File: src/rtl/hazard_ctrl_if.sv
// Decode/writeback hazard bus between the pipeline datapath (master) and
// the stall/flush sequencer (slave).
interface hazard_ctrl_if #(
  parameter int CNT_W = 32
);
  logic             i_d_vld;
  logic [4:0]       i_d_rs1_addr;
  logic             i_d_rs1_use;
  logic [4:0]       i_d_rs2_addr;
  logic             i_d_rs2_use;
  logic [4:0]       i_d_rd_addr;
  logic             i_d_rd_wren;
  logic             i_d_is_load;
  logic             i_br_taken;
  logic             i_wb_vld;
  logic [4:0]       i_wb_rd_addr;
  logic             i_wb_rd_wren;
  logic             o_stall_f;
  logic             o_stall_d;
  logic             o_flush_d;
  logic             o_flush_e;
  logic             o_issue;
  logic [1:0]       o_state;
  logic [CNT_W-1:0] o_stall_cnt;
  logic [CNT_W-1:0] o_flush_cnt;
  logic             o_err;

  modport slave (
    input  i_d_vld, i_d_rs1_addr, i_d_rs1_use, i_d_rs2_addr, i_d_rs2_use,
           i_d_rd_addr, i_d_rd_wren, i_d_is_load, i_br_taken,
           i_wb_vld, i_wb_rd_addr, i_wb_rd_wren,
    output o_stall_f, o_stall_d, o_flush_d, o_flush_e, o_issue,
           o_state, o_stall_cnt, o_flush_cnt, o_err
  );

  modport master (
    output i_d_vld, i_d_rs1_addr, i_d_rs1_use, i_d_rs2_addr, i_d_rs2_use,
           i_d_rd_addr, i_d_rd_wren, i_d_is_load, i_br_taken,
           i_wb_vld, i_wb_rd_addr, i_wb_rd_wren,
    input  o_stall_f, o_stall_d, o_flush_d, o_flush_e, o_issue,
           o_state, o_stall_cnt, o_flush_cnt, o_err
  );
endinterface

File: src/rtl/hazard_ctrl.sv
// Stall/flush sequencer for a 5-stage RV32I pipeline: per-register in-flight
// write scoreboard, load-use / RAW stall decision and post-redirect bubbles.
module hazard_ctrl #(
  parameter bit          FWD_EN    = 1'b1,
  parameter int unsigned FLUSH_CYC = 1,
  parameter int          CNT_W     = 32
) (
  input logic          i_clk,
  input logic          i_rst_n,
  hazard_ctrl_if.slave bus
);
  typedef enum logic [1:0] {ST_RUN = 2'b00, ST_STALL = 2'b01, ST_FLUSH = 2'b10} state_t;

  localparam logic [CNT_W-1:0] CNT_ONE = 1;
  localparam logic [CNT_W-1:0] CNT_MAX = '1;

  state_t           state_reg, state_next;
  logic [1:0]       remain_reg, remain_next;
  logic             last_load_reg, last_load_next;
  logic [4:0]       last_rd_reg, last_rd_next;
  logic [CNT_W-1:0] stall_cnt_reg, stall_cnt_next;
  logic [CNT_W-1:0] flush_cnt_reg, flush_cnt_next;
  logic             err_reg, err_next;

  logic [63:0] pend_flat;
  logic [31:1] ovf, unf;
  logic [1:0]  pend_rs1, pend_rs2;
  logic        wb_hit, sb_inc, rs1_haz, rs2_haz, hazard, redirect;
  logic        stall_f, stall_d, flush_d, flush_e, issue;

  assign wb_hit   = bus.i_wb_vld && bus.i_wb_rd_wren && (bus.i_wb_rd_addr != 5'd0);
  assign sb_inc   = issue && bus.i_d_rd_wren && (bus.i_d_rd_addr != 5'd0);
  assign pend_rs1 = pend_flat[{bus.i_d_rs1_addr, 1'b0} +: 2];
  assign pend_rs2 = pend_flat[{bus.i_d_rs2_addr, 1'b0} +: 2];

  // x0 has no scoreboard entry; its slot reads as permanently idle.
  assign pend_flat[1:0] = 2'b00;

  genvar gi;
  generate
    for (gi = 1; gi < 32; gi++) begin : g_pend
      logic [1:0] pend_reg, pend_next;
      logic       inc, dec;

      assign inc = sb_inc && (bus.i_d_rd_addr == 5'(gi));
      assign dec = wb_hit && (bus.i_wb_rd_addr == 5'(gi));
      assign ovf[gi] = inc && !dec && (pend_reg == 2'd3);
      assign unf[gi] = dec && !inc && (pend_reg == 2'd0);
      assign pend_flat[2*gi +: 2] = pend_reg;

      always_comb begin
        pend_next = pend_reg;
        if (inc && !dec && pend_reg != 2'd3)
          pend_next = pend_reg + 2'd1;
        else if (dec && !inc && pend_reg != 2'd0)
          pend_next = pend_reg - 2'd1;
      end

      always_ff @(posedge i_clk) begin
        if (!i_rst_n) pend_reg <= 2'd0;
        else          pend_reg <= pend_next;
      end
    end
  endgenerate

  // A write retiring this cycle is visible to the same-cycle regfile read.
  always_comb begin
    rs1_haz = 1'b0;
    rs2_haz = 1'b0;
    if (FWD_EN) begin
      rs1_haz = last_load_reg && (last_rd_reg == bus.i_d_rs1_addr);
      rs2_haz = last_load_reg && (last_rd_reg == bus.i_d_rs2_addr);
    end else begin
      rs1_haz = (pend_rs1 != 2'd0) &&
                !(wb_hit && bus.i_wb_rd_addr == bus.i_d_rs1_addr && pend_rs1 == 2'd1);
      rs2_haz = (pend_rs2 != 2'd0) &&
                !(wb_hit && bus.i_wb_rd_addr == bus.i_d_rs2_addr && pend_rs2 == 2'd1);
    end
    rs1_haz = rs1_haz && bus.i_d_rs1_use && (bus.i_d_rs1_addr != 5'd0);
    rs2_haz = rs2_haz && bus.i_d_rs2_use && (bus.i_d_rs2_addr != 5'd0);
  end

  assign hazard   = bus.i_d_vld && (rs1_haz || rs2_haz);
  assign redirect = bus.i_br_taken || (state_reg == ST_FLUSH && remain_reg != 2'd0);

  always_comb begin
    state_next  = state_reg;
    remain_next = remain_reg;
    stall_f     = 1'b0;
    stall_d     = 1'b0;
    flush_d     = 1'b0;
    flush_e     = 1'b0;
    issue       = 1'b0;

    if (!i_rst_n || redirect) begin
      flush_d = 1'b1;
      flush_e = 1'b1;
    end else if (hazard) begin
      stall_f = 1'b1;
      stall_d = 1'b1;
      flush_e = 1'b1;
    end else begin
      issue = bus.i_d_vld;
    end

    case (state_reg)
      ST_RUN, ST_STALL: begin
        if (bus.i_br_taken) begin
          state_next  = ST_FLUSH;
          remain_next = 2'(FLUSH_CYC);
        end else if (hazard) begin
          state_next = ST_STALL;
        end else begin
          state_next = ST_RUN;
        end
      end
      ST_FLUSH: begin
        if (bus.i_br_taken)
          remain_next = 2'(FLUSH_CYC);
        else if (remain_reg != 2'd0)
          remain_next = remain_reg - 2'd1;
        else
          state_next = ST_RUN;
      end
      default: state_next = ST_RUN;
    endcase
  end

  always_comb begin
    stall_cnt_next = stall_cnt_reg;
    flush_cnt_next = flush_cnt_reg;
    if (hazard && !redirect && stall_cnt_reg != CNT_MAX)
      stall_cnt_next = stall_cnt_reg + CNT_ONE;
    if (bus.i_br_taken && flush_cnt_reg != CNT_MAX)
      flush_cnt_next = flush_cnt_reg + CNT_ONE;
    err_next       = err_reg || (|ovf) || (|unf);
    last_load_next = issue && bus.i_d_is_load && (bus.i_d_rd_addr != 5'd0);
    last_rd_next   = bus.i_d_rd_addr;
  end

  always_ff @(posedge i_clk) begin
    if (!i_rst_n) begin
      state_reg     <= ST_RUN;
      remain_reg    <= 2'd0;
      last_load_reg <= 1'b0;
      last_rd_reg   <= 5'd0;
      stall_cnt_reg <= '0;
      flush_cnt_reg <= '0;
      err_reg       <= 1'b0;
    end else begin
      state_reg     <= state_next;
      remain_reg    <= remain_next;
      last_load_reg <= last_load_next;
      last_rd_reg   <= last_rd_next;
      stall_cnt_reg <= stall_cnt_next;
      flush_cnt_reg <= flush_cnt_next;
      err_reg       <= err_next;
    end
  end

  assign bus.o_stall_f   = stall_f;
  assign bus.o_stall_d   = stall_d;
  assign bus.o_flush_d   = flush_d;
  assign bus.o_flush_e   = flush_e;
  assign bus.o_issue     = issue;
  assign bus.o_state     = state_reg;
  assign bus.o_stall_cnt = stall_cnt_reg;
  assign bus.o_flush_cnt = flush_cnt_reg;
  assign bus.o_err       = err_reg;
endmodule

File: src/flat_wrapper.sv
// flat-port wrapper written by rule: the top's interface ports become plain ports
module hazard_ctrl_flat 
#(
  parameter bit          FWD_EN    = 1'b1,
  parameter int unsigned FLUSH_CYC = 1,
  parameter int          CNT_W     = 32
)
  (i_clk, i_rst_n, bus_i_d_vld, bus_i_d_rs1_addr, bus_i_d_rs1_use, bus_i_d_rs2_addr, bus_i_d_rs2_use, bus_i_d_rd_addr, bus_i_d_rd_wren, bus_i_d_is_load, bus_i_br_taken, bus_i_wb_vld, bus_i_wb_rd_addr, bus_i_wb_rd_wren, bus_o_stall_f, bus_o_stall_d, bus_o_flush_d, bus_o_flush_e, bus_o_issue, bus_o_state, bus_o_stall_cnt, bus_o_flush_cnt, bus_o_err);
  hazard_ctrl_if #(.CNT_W(CNT_W)) bus_i ();
  input logic i_clk;
  input logic i_rst_n;
  input wire logic [$bits(bus_i.i_d_vld)-1:0] bus_i_d_vld;
  input wire logic [$bits(bus_i.i_d_rs1_addr)-1:0] bus_i_d_rs1_addr;
  input wire logic [$bits(bus_i.i_d_rs1_use)-1:0] bus_i_d_rs1_use;
  input wire logic [$bits(bus_i.i_d_rs2_addr)-1:0] bus_i_d_rs2_addr;
  input wire logic [$bits(bus_i.i_d_rs2_use)-1:0] bus_i_d_rs2_use;
  input wire logic [$bits(bus_i.i_d_rd_addr)-1:0] bus_i_d_rd_addr;
  input wire logic [$bits(bus_i.i_d_rd_wren)-1:0] bus_i_d_rd_wren;
  input wire logic [$bits(bus_i.i_d_is_load)-1:0] bus_i_d_is_load;
  input wire logic [$bits(bus_i.i_br_taken)-1:0] bus_i_br_taken;
  input wire logic [$bits(bus_i.i_wb_vld)-1:0] bus_i_wb_vld;
  input wire logic [$bits(bus_i.i_wb_rd_addr)-1:0] bus_i_wb_rd_addr;
  input wire logic [$bits(bus_i.i_wb_rd_wren)-1:0] bus_i_wb_rd_wren;
  output wire logic [$bits(bus_i.o_stall_f)-1:0] bus_o_stall_f;
  output wire logic [$bits(bus_i.o_stall_d)-1:0] bus_o_stall_d;
  output wire logic [$bits(bus_i.o_flush_d)-1:0] bus_o_flush_d;
  output wire logic [$bits(bus_i.o_flush_e)-1:0] bus_o_flush_e;
  output wire logic [$bits(bus_i.o_issue)-1:0] bus_o_issue;
  output wire logic [$bits(bus_i.o_state)-1:0] bus_o_state;
  output wire logic [$bits(bus_i.o_stall_cnt)-1:0] bus_o_stall_cnt;
  output wire logic [$bits(bus_i.o_flush_cnt)-1:0] bus_o_flush_cnt;
  output wire logic [$bits(bus_i.o_err)-1:0] bus_o_err;
  assign bus_i.i_d_vld = bus_i_d_vld;
  assign bus_i.i_d_rs1_addr = bus_i_d_rs1_addr;
  assign bus_i.i_d_rs1_use = bus_i_d_rs1_use;
  assign bus_i.i_d_rs2_addr = bus_i_d_rs2_addr;
  assign bus_i.i_d_rs2_use = bus_i_d_rs2_use;
  assign bus_i.i_d_rd_addr = bus_i_d_rd_addr;
  assign bus_i.i_d_rd_wren = bus_i_d_rd_wren;
  assign bus_i.i_d_is_load = bus_i_d_is_load;
  assign bus_i.i_br_taken = bus_i_br_taken;
  assign bus_i.i_wb_vld = bus_i_wb_vld;
  assign bus_i.i_wb_rd_addr = bus_i_wb_rd_addr;
  assign bus_i.i_wb_rd_wren = bus_i_wb_rd_wren;
  assign bus_o_stall_f = bus_i.o_stall_f;
  assign bus_o_stall_d = bus_i.o_stall_d;
  assign bus_o_flush_d = bus_i.o_flush_d;
  assign bus_o_flush_e = bus_i.o_flush_e;
  assign bus_o_issue = bus_i.o_issue;
  assign bus_o_state = bus_i.o_state;
  assign bus_o_stall_cnt = bus_i.o_stall_cnt;
  assign bus_o_flush_cnt = bus_i.o_flush_cnt;
  assign bus_o_err = bus_i.o_err;
  hazard_ctrl #(.FWD_EN(FWD_EN), .FLUSH_CYC(FLUSH_CYC), .CNT_W(CNT_W)) u_core (.i_clk(i_clk), .i_rst_n(i_rst_n), .bus(bus_i));
endmodule
File: config.mk
export PLATFORM = sky130hd
export DESIGN_NAME = hazard_ctrl_flat
export DESIGN_NICKNAME = d
export VERILOG_FILES = /design/src/rtl/hazard_ctrl_if.sv /design/src/rtl/hazard_ctrl.sv /design/src/flat_wrapper.sv
export SDC_FILE = /design/constraint.sdc
export NUM_CORES = 1
export LEC_CHECK = 0
export BUFFER_PORTS_ARGS = -buffer_cell sky130_fd_sc_hd__buf_2
export CAP_MARGIN = 20
export CELL_PAD_IN_SITES_DETAIL_PLACEMENT = 1
export CELL_PAD_IN_SITES_GLOBAL_PLACEMENT = 2
export CORE_MARGIN = 5
export CORE_UTILIZATION = 34
export DETAILED_ROUTE_END_ITERATION = 10
export PLACE_DENSITY = 0.93
export SLEW_MARGIN = 30
export SYNTH_ARGS = -nofsm -noshare
export SYNTH_HDL_FRONTEND = slang
export SYNTH_SLANG_ARGS = --single-unit
File: constraint.sdc
create_clock -name i_clk -period 3.64 [get_ports i_clk]
set_clock_uncertainty 0.1 [all_clocks]
set_input_delay 0.182 -clock i_clk [delete_from_list [all_inputs] [get_ports i_clk]]
set_output_delay 0.182 -clock i_clk [all_outputs]
set_load 0.005 [all_outputs]
==> Yosys cells after proc, flatten, opt, wreduce, memory -nomap -nowiden <==
Cells that the tools add are included.
{ "classes": {"mux": 77, "n_reduce_logical": 439, "addsub": 65, "n_eq_ne": 134} }
{ "op_table": {"columns": ["operator", "n"], "rows": [
  ["logical AND 1 bit", 265],
  ["equality test 5 bit, second input constant", 32],
  ["two-way mux 2 bit", 68],
  ["nonzero test 2 bit", 64],
  ["equality test 5 x 4 -> 1 bit, second input constant", 16],
  ["!= test 2 bit, second input constant", 34],
  ["adder 32 x 1 -> 32 bit, second input constant", 2],
  ["equality test 2 bit, second input constant", 32],
  ["zero test 1 bit", 64],
  ["zero test 2 bit", 32],
  ["!= test 32 bit, second input constant", 2],
  ["subtractor 2 x 1 -> 2 bit, second input constant", 32],
  ["adder 2 x 1 -> 2 bit, second input constant", 31],
  ["OR reduction 31 bit", 2],
  ["equality test 5 x 3 -> 1 bit, second input constant", 8],
  ["equality test 5 x 2 -> 1 bit, second input constant", 4],
  ["nonzero test 5 bit", 4],
  ["equality test 5 x 1 -> 1 bit, second input constant", 2],
  ["equality test 5 bit", 2],
  ["one-hot mux 2 bit (2 select lines)", 2],
  ["two-way mux 1 bit", 7],
  ["logical OR 1 bit", 5],
  ["!= test 3 bit, second input constant", 1],
  ["AND reduction 3 bit", 1],
  ["other kinds (3)", 3]
]} }
{ "word_totals": {"regBits": 137, "out_inout_bits": 72, "inputBits": 30} }

==> Logic depth before layout (Yosys ltp) <==
Gate-level depths: netlist of run 1.
{ "depth": {"ltp_word": 16, "ltp_mapped": 12} }

==> Worst setup path after synthesis of run 1 <==
Ideal clock, no wire load.
{ "synth_path": {"path_type": "register to register", "startpoint": "register u_core.flush_cnt_reg[3], in the netlist u_core.bus.o_flush_cnt[3]", "endpoint": "register u_core.flush_cnt_reg[24], in the netlist u_core.bus.o_flush_cnt[24]", "setup_ns": 0.115, "required_time_ns": 3.425, "slack_ns": 1.095, "stages_incl_launch_ff": 8, "arrival_time_ns": 2.330, "path_cell_list": "dfxtp_1 and4_4 nand4_2 or3_1 nor4_4 or3b_2 xnor2_1 and2_1"} }
{ "synth_via": {"elab_chain_cells": 2, "word_cells_on_any_way": 3} }
{ "synth_rtl": {"columns": ["item", "line_no", "source"], "rows": [
  ["start, declared", "hazard_ctrl.sv:22", "logic [CNT_W-1:0] flush_cnt_reg, flush_cnt_next;"],
  ["start signal, assigned", "hazard_ctrl.sv:156", "flush_cnt_reg <= flush_cnt_next;"],
  ["parallel branches: the longest is 2 deep, another holds adder 32 x 1 -> 32 bit", null, null]
]} }
Several ways; the timed one is not identified.
A chain may end at the register's enable or synchronous reset.

==> Final worst setup path of run 1 <==
{ "layout_path": {"startpoint": "register u_core.remain_reg[0]", "endpoint": "register u_core.err_reg, in the netlist u_core.bus.o_err"} }
{ "layout_via": {"elab_chain_cells": 13, "word_cells_on_any_way": 197} }
{ "layout_rtl": {"columns": ["item", "line_no", "source"], "rows": [
  ["start, declared", "hazard_ctrl.sv:18", "logic [1:0] remain_reg, remain_next;"],
  ["start signal, assigned", "hazard_ctrl.sv:152", "remain_reg <= remain_next;"],
  ["nonzero test 2 bit *", "hazard_ctrl.sv:84", "assign redirect = bus.i_br_taken || (state_reg == ST_FLUSH && remain_reg != 2'd0);"],
  ["logical AND 1 bit *", "hazard_ctrl.sv:84", null],
  ["logical OR 1 bit *", "hazard_ctrl.sv:84", null],
  ["logical OR 1 bit *", "hazard_ctrl.sv:95", "if (!i_rst_n || redirect) begin"],
  ["two-way mux 1 bit *", "hazard_ctrl.sv:95", null],
  ["logical AND 1 bit * (2 in a row)", "hazard_ctrl.sv:32", "assign sb_inc = issue && bus.i_d_rd_wren && (bus.i_d_rd_addr != 5'd0);"],
  ["logical AND 1 bit", "hazard_ctrl.sv:45", "assign inc = sb_inc && (bus.i_d_rd_addr == 5'(gi));"],
  ["logical AND 1 bit / zero test 1 bit (equally long branches)", "hazard_ctrl.sv:47, hazard_ctrl.sv:48", null],
  ["logical AND 1 bit (on tied branches)", "hazard_ctrl.sv:47, hazard_ctrl.sv:48", null],
  ["OR reduction 31 bit / logical AND 1 bit (equally long branches)", "hazard_ctrl.sv:136, hazard_ctrl.sv:48", null],
  ["logical OR 1 bit / OR reduction 31 bit (equally long branches)", "hazard_ctrl.sv:136", "err_next = err_reg || (|ovf) || (|unf);"],
  ["logical OR 1 bit *", "hazard_ctrl.sv:136", null],
  ["end signal, assigned", "hazard_ctrl.sv:157", "err_reg <= err_next;"],
  ["end, declared", "hazard_ctrl.sv:23", "logic err_reg, err_next;"]
]} }
Every way passes the cells marked *; elsewhere a longest branch is shown, timed or not.

==> implementation parameters, run 1 <==
Parameter                              Value

Clock tree
  Resized cells post-CTS ... 0
  Post-CTS setup buffer count ... 0
  Clk root buf ... sky130_fd_sc_hd__clkbuf_16
  Clk sinks ... 137
  CTS H-tree lvls ... 4
  Clock tree from TritonCTS ... done
  Max Buffers Root-to-Sink ... 2
  Clk pin slew, worst setup/hold paths ... 0.06 ns
  Clock buffers created by TritonCTS ... 17
  Worst-skew pair later-pin latency ... around 0.43 ns

Setup path
  Startpoint of the worst-slack reg-to-reg timing path ... u_core.remain_reg[0]
  Arrival time of data at the critical path endpoint ... 3.40 ns
  Largest fanout on the critical path ... 30
  Startpoint Class ... flip-flop
  R2R cell count ... 11
  Crit path launch ... u_core.remain_reg[0]
  WP data required ... approximately 3.8 ns
  FF-to-FF setup slack ... 0.40 ns
  End of the critical path ... u_core.bus.o_err
  Worst R2R End ... u_core.bus.o_err
  Setup Crit Path Kind ... reg2reg
  Worst setup EP type ... flip-flop

Layout
  Number of antenna repair diodes ... 0
  P&R area growth vs syn ... 16.95%
  Post-layout instance count excluding filler cells ... between 1000 and 1500
  Layout cell share with drive strength beyond 1 ... 14.71%
  Max reg flops ... 62
  Layout Utilization ... 40.29%
  Final layout net count ... approximately 1200

Synthesis
  Dominant cell by count in the synthesized netlist ... sky130_fd_sc_hd__dfxtp_1
  Top cell types by occurrence after synthesis ... sky130_fd_sc_hd__dfxtp_1, sky130_fd_sc_hd__nor2_1, sky130_fd_sc_hd__nand2_1, sky130_fd_sc_hd__a21oi_1, sky130_fd_sc_hd__o21ai_0
  Cell Area, Synth ... 0.008063 sq mm
  Number of different library cells in the post-synthesis netlist ... between 70 and 80
  Synth warnings ... 0
  Synth area leaders ... sky130_fd_sc_hd__dfxtp_1, sky130_fd_sc_hd__nor2_1, sky130_fd_sc_hd__nand2_1
  Most common flop cell mapped by yosys ... sky130_fd_sc_hd__dfxtp_1
  Portion of the post-synthesis area used by sequential elements ... roughly a third
  Total nets after synthesis ... between 1000 and 1500
  Number of enable flip-flop cells after synthesis ... 0
  Mean post-synth cell area ... 7.459 sq um
  Async set or reset register ratio after synthesis ... 0%
  Number of synthesized register bits ... between 100 and 150
  Cell count after synthesis ... ~1100
  Top-area cell type share of the netlist area ... approximately 34%
  Biggest area consumer among synthesized cells ... sky130_fd_sc_hd__dfxtp_1

Pwr
  PwrDens ... between 300 and 400 mW/mm^2
  Total leakage power ... 3.258 nW
  Peak supply drop ... ~300 uV

Floorplan
  Starting density of the core ... about a third
  Number of placed I/O pins ... between 100 and 150
  Number of standard-cell rows in the floorplan ... between 50 and 60
  Die outline area ... around 0.027 sq mm
  Vert. Die Dim ... ~160 microns
  Width of the die ... approximately 160 microns
  Core outline area ... around 0.023 sq mm

Global route
  Number of antenna violations at the first check in global routing ... 2
  GRT Resource Usage Total ... between 10% and 20%
  Maximum number of pins on one net before global-route repair ... 62
  Residual overflow from global routing ... 0
  Wire length of the first global-routing pass ... between 40 and 50 mm
  Via count of the first global-routing pass ... 8516

Timing
  Max-slew headroom at the worst pin ... approximately 28%
  Max-slew violation count ... 0
  Final Cycle Share ... 89.00%
  Total setup violations reported at the end of the flow ... 0
  Final critical delay including setup and external delays ... 3.240 ns
  Transition time at the pin with the least slew margin ... about 1.1 ns
  Maximum frequency from static timing analysis ... 0.3087 GHz
  Total count of hold-check failures in the final report ... 0
  Unrepaired setup endpoints after global routing ... false
  Post-route setup TNS ... 0 ns

Route
  Post-DR wirelength/cell ... approximately 18 microns
  Number of remaining DRC errors ... 0
  Routed wire length ... roughly 26 mm
  Vias per cell ... between 5 and 6
  First DRT Iteration DRCs ... between 400 and 500
  Remaining antenna violation count after routing ... 0
  Drt pass-1 iters ... 5
  Routed via count ... roughly 8400

Worst hold path
  Min-Delay Path Class ... in2reg

Place
  Count of placed standard cells including taps ... between 1000 and 1500
  Detail Placement HPWL ... 19.15 mm
  Routability cong. ... 0.9019
  # port buffers ... 101

Outcome
  Status ... finished, final reports clean

Job
  MaxCap Viol Count ... 0
-- worst min path at each step --
stage,depth (start not counted),endpoint,startpoint
global route,4,u_core.bus.o_flush_cnt[0],bus_i_br_taken
detailed placement,2,u_core.last_rd_reg[4],bus_i_d_rd_addr[4]
finish,4,u_core.bus.o_flush_cnt[0],bus_i_br_taken
CTS,3,u_core.remain_reg[0],bus_i_br_taken
floorplan,1,u_core.last_rd_reg[4],bus_i_d_rd_addr[4]
global placement,2,u_core.last_rd_reg[4],bus_i_d_rd_addr[4]
-- per-layer routing --
| metal | track usage, % | wire (microns) | vias to the layer above |
|---|---|---|---|
| li1 | - | - | 4086 |
| met2 | 31.91 | 12250 | 189 |
| met5 | 0 | 21 | - |
| met1 | 26.12 | 12390 | 4094 |
| met4 | 6.824 | 514 | 4 |
| met3 | 3.588 | 1101 | 44 |
-- power breakdown --
group | total, mW | leakage, nW | internal (mW) | switching (mW)
sequential | 1.52 | 1.11 | 1.51 | 0.0112
clock | 1.75 | 0.287 | 0.970 | 0.778
combinational | 0.191 | 1.86 | 0.0607 | 0.130
-- cell usage in the layout, fill, tap and decap left out, drive strengths merged, types with 15 or more instances in the layout --
master  Yosys  final
and3       19     19
buf        15    113
inv        27     37
a21oi      78     78
nand3      71     71
xor2       23     23
or2        17     17
xnor2      34     34
clkbuf     37     17
o21ai      79     79
or3        31     31
and2       21     21
dfxtp     137    137
nor3       56     56
nand2     109    109
nor4       21     21
nor2      117    117
nand4      24     24
or4        15     15
-- critical path: stages (launching register included) --
cell and delay (ns):
sky130_fd_sc_hd__dfxtp_1 0.32, sky130_fd_sc_hd__inv_1 0.07, sky130_fd_sc_hd__ha_1 0.18, sky130_fd_sc_hd__nor2_1 0.07
sky130_fd_sc_hd__a2111o_1 0.52, sky130_fd_sc_hd__nor2_1 0.22, sky130_fd_sc_hd__nand3_1 0.10, sky130_fd_sc_hd__buf_4 0.27
sky130_fd_sc_hd__o21ai_0 0.48, sky130_fd_sc_hd__o211ai_1 0.25, sky130_fd_sc_hd__nor4_1 0.34, sky130_fd_sc_hd__a41oi_1 0.16
-- final cells by class --
class,instances,area [sq um]
fill,2978,13970
multi-input combinational,864,4986
sequential,137,2743
timing repair buffer,115,615.6
clock buffer,17,425.4
tap,319,399.1
clock inverter,15,153.9
inverter,28,106.4
-- repair_timing --
action,CTS,global route
endpoints found under the setup margin,0,0
endpoints found under the hold margin,2,0
hold buffers,2,0
-- metrics by stage --
step / worst slack, ns / hold WS (ns) / area (sq um) / total power, mW
detailed placement: 0.5061 / 0.3583 / 8830 / 1.740
global route: 0.2042 / 0.1339 / 9429 / 3.576
floorplan: 1.095 / 0.2093 / 8063 / 1.666
CTS: 0.4618 / 0.1015 / 9429 / 3.499
global placement: 0.4798 / 0.3484 / 8830 / 1.737
finish: 0.4005 / 0.1110 / 9429 / 3.459
-- cells by family after synthesis --
| logic type | synth area share, % |
|---|---|
| fa+ha+maj | 0.4656 |
| buf+inv | 4.143 |
| mux | 0.8846 |
| flops | 34.02 |
| xor+xnor | 6.192 |
| simple gates | 35.89 |
| compound gates | 18.40 |
Power figures use the tool's default switching activity.
==> run 2, diff against run 1 <==
PLACE_DENSITY = default   (was 0.93)
PLACE_DENSITY_LB_ADDON = 0.1   (was default)
==> run 2 against run 1 <==
Against the previous run:
- worst setup slack improved by 0.089 ns
- critical endpoint unchanged
- highest routed layer unchanged
- hold slack got worse by 0.019 ns
- sequential cell count unchanged
- die area unchanged
- largest power group unchanged
==> implementation parameters, run 2 (synthesis results as in run 1) <==
Parameter                              Value

Floorplan
  Core outline area ... about 0.023 sq mm
  Vert. Die Dim ... 164.0 microns
  Number of placed I/O pins ... between 100 and 150
  Starting density of the core ... approximately a third
  Width of the die ... around 160 microns
  Number of standard-cell rows in the floorplan ... 56
  Die outline area ... ~0.027 sq mm

Layout
  Most common cell after layout, fill and taps aside ... sky130_fd_sc_hd__dfxtp_1
  Final layout net count ... 1208
  Top library cells by usage in the layout, fill and taps aside ... sky130_fd_sc_hd__dfxtp_1, sky130_fd_sc_hd__nor2_1, sky130_fd_sc_hd__nand2_1
  Post-layout instance count excluding filler cells ... around 1500
  Filler Cell Count ... between 2000 and 3000
  Sequential cell area ... between 0.002 and 0.003 sq mm
  Max reg flops ... 62
  Number of antenna repair diodes ... 0
  Layout Utilization ... roughly two fifths
  Area used by multi-input combinational logic ... approximately 0.005 sq mm
  Layout cell share with drive strength beyond 1 ... approximately 15%
  P&R area growth vs syn ... 18.37%
  Post-route cell area ... ~0.0095 sq mm

Clock tree
  Max Buffers Root-to-Sink ... 2
  CTS H-tree lvls ... 4
  Clock tree from TritonCTS ... done
  Resized cells post-CTS ... 0
  Worst-skew pair later-pin latency ... 0.43 ns
  Clk root buf ... sky130_fd_sc_hd__clkbuf_16
  Clk sinks ... between 100 and 150
  Clock buffers created by TritonCTS ... 17
  Clk pin slew, worst setup/hold paths ... ~0.07 ns

Place
  Count of placed standard cells including taps ... roughly 1500
  Routability cong. ... ~0.84
  # port buffers ... about 100
  Placed standard-cell area ... just under 0.009 sq mm
  Pre-CTS setup slack ... 0.4627 ns
  Detail Placement HPWL ... ~20 mm

Timing
  Transition time at the pin with the least slew margin ... around 0.87 ns
  Total count of hold-check failures in the final report ... 0
  Max-slew headroom at the worst pin ... between 40% and 50%
  Unrepaired setup endpoints after global routing ... false
  Total setup violations reported at the end of the flow ... 0
  Max-slew violation count ... 0
  Hold Slack ... about 0.092 ns
  Worst setup slack after layout ... ~0.5 ns
  Maximum frequency from static timing analysis ... 0.3174 GHz
  Final Cycle Share ... between 80 and 90%
  Final critical delay including setup and external delays ... between 3 and 4 ns
  Post-route setup TNS ... 0 ns

Setup path
  Setup Crit Path Kind ... reg2reg
  Arrival time of data at the critical path endpoint ... between 3 and 4 ns
  WP data required ... ~3.8 ns
  Startpoint Class ... flip-flop
  Largest fanout on the critical path ... 13
  Worst setup EP type ... flip-flop

Pwr
  Peak supply drop ... 257.8 uV
  Final Power ... between 3 and 4 mW
  Share of total power in sequential cells ... 43.2%
  Logic pwr share ... under 10%
  Internal cell power ... between 2 and 3 mW
  Total leakage power ... around 3.3 nW
  Reported net switching power ... approximately 0.92 mW
  Clock share of power ... 51.2%
  PwrDens ... between 300 and 400 mW/mm^2
  Fraction of power spent switching nets ... between 20% and 30%

Global route
  Wire length of the first global-routing pass ... 45.25 mm
  GRT Resource Usage Total ... between 20% and 30%
  Residual overflow from global routing ... 0
  Maximum number of pins on one net before global-route repair ... 78
  Number of antenna violations at the first check in global routing ... 2
  Via count of the first global-routing pass ... 8387

Worst hold path
  Min-Delay Path Class ... in2reg

Route
  Post-DR wirelength/cell ... between 15 and 20 microns
  First DRT Iteration DRCs ... roughly 430
  Remaining antenna violation count after routing ... 0
  Number of remaining DRC errors ... 0
  Vias per cell ... 5.503
  Routed via count ... between 8000 and 9000
  Routed wire length ... 27.46 mm
  Drt pass-1 iters ... 5

Outcome
  Status ... finished, final reports clean

Job
  MaxCap Viol Count ... 0
run 2: area by class of cell:
type | count | area share, %
repair buffers | 127 | 7.551
flip-flops and latches | 137 | 28.74
multi-input cells | 864 | 52.24
well taps | 319 | 4.182
inverters | 28 | 1.114
clock buffers | 18 | 4.497
clock inverters | 14 | 1.678
run 2: power groups by stage:
stage          sequential, mW  clock (mW)  combinational (mW)
6_report                 1.52        1.80               0.196
5_1_grt                  1.52        1.92               0.215
4_1_cts                  1.52        1.85               0.196
3_5_place_dp             1.55           0               0.192
3_3_place_gp             1.55           0               0.191
2_1_floorplan            1.55           0               0.116
run 2: timing repair:
action | CTS | global route
hold buffers | 3 | 0
hold endpoints to repair | 2 | 0
buffers inserted | 0 | 0
run 2: layer usage:
layer  vias to the layer above  global-route usage, %  part of all wire, %
met1                      3971                  28.72                   48
met2                       177                  32.92                   45
met4                         4                  6.176                  1.8
li1                       4097                      -                    -
met5                         -                      0                0.055
met3                        44                  4.718                  5.0
run 2: critical path, cell delays in order, from the launching register on:
cell and delay [ns]:
sky130_fd_sc_hd__dfxtp_1 0.31, sky130_fd_sc_hd__inv_1 0.07, sky130_fd_sc_hd__ha_1 0.18, sky130_fd_sc_hd__nor2_1 0.06, sky130_fd_sc_hd__a2111o_1 0.43, sky130_fd_sc_hd__nor2_1 0.17, sky130_fd_sc_hd__nand3_1 0.44, sky130_fd_sc_hd__buf_4 0.36
sky130_fd_sc_hd__o21ai_1 0.28, sky130_fd_sc_hd__o32ai_1 0.16, sky130_fd_sc_hd__nor4_1 0.28, sky130_fd_sc_hd__a41oi_1 0.14
run 2: worst paths after layout:
path                        startpoint                         to  slack [ns]  cells after the start
max               u_core.remain_reg[1]           u_core.bus.o_err        0.49                     11
min                     bus_i_br_taken  u_core.bus.o_flush_cnt[0]        0.09                      4
max reg2reg       u_core.remain_reg[1]           u_core.bus.o_err        0.49                     11
min reg2reg  u_core.bus.o_stall_cnt[1]  u_core.bus.o_stall_cnt[1]        0.39                      2
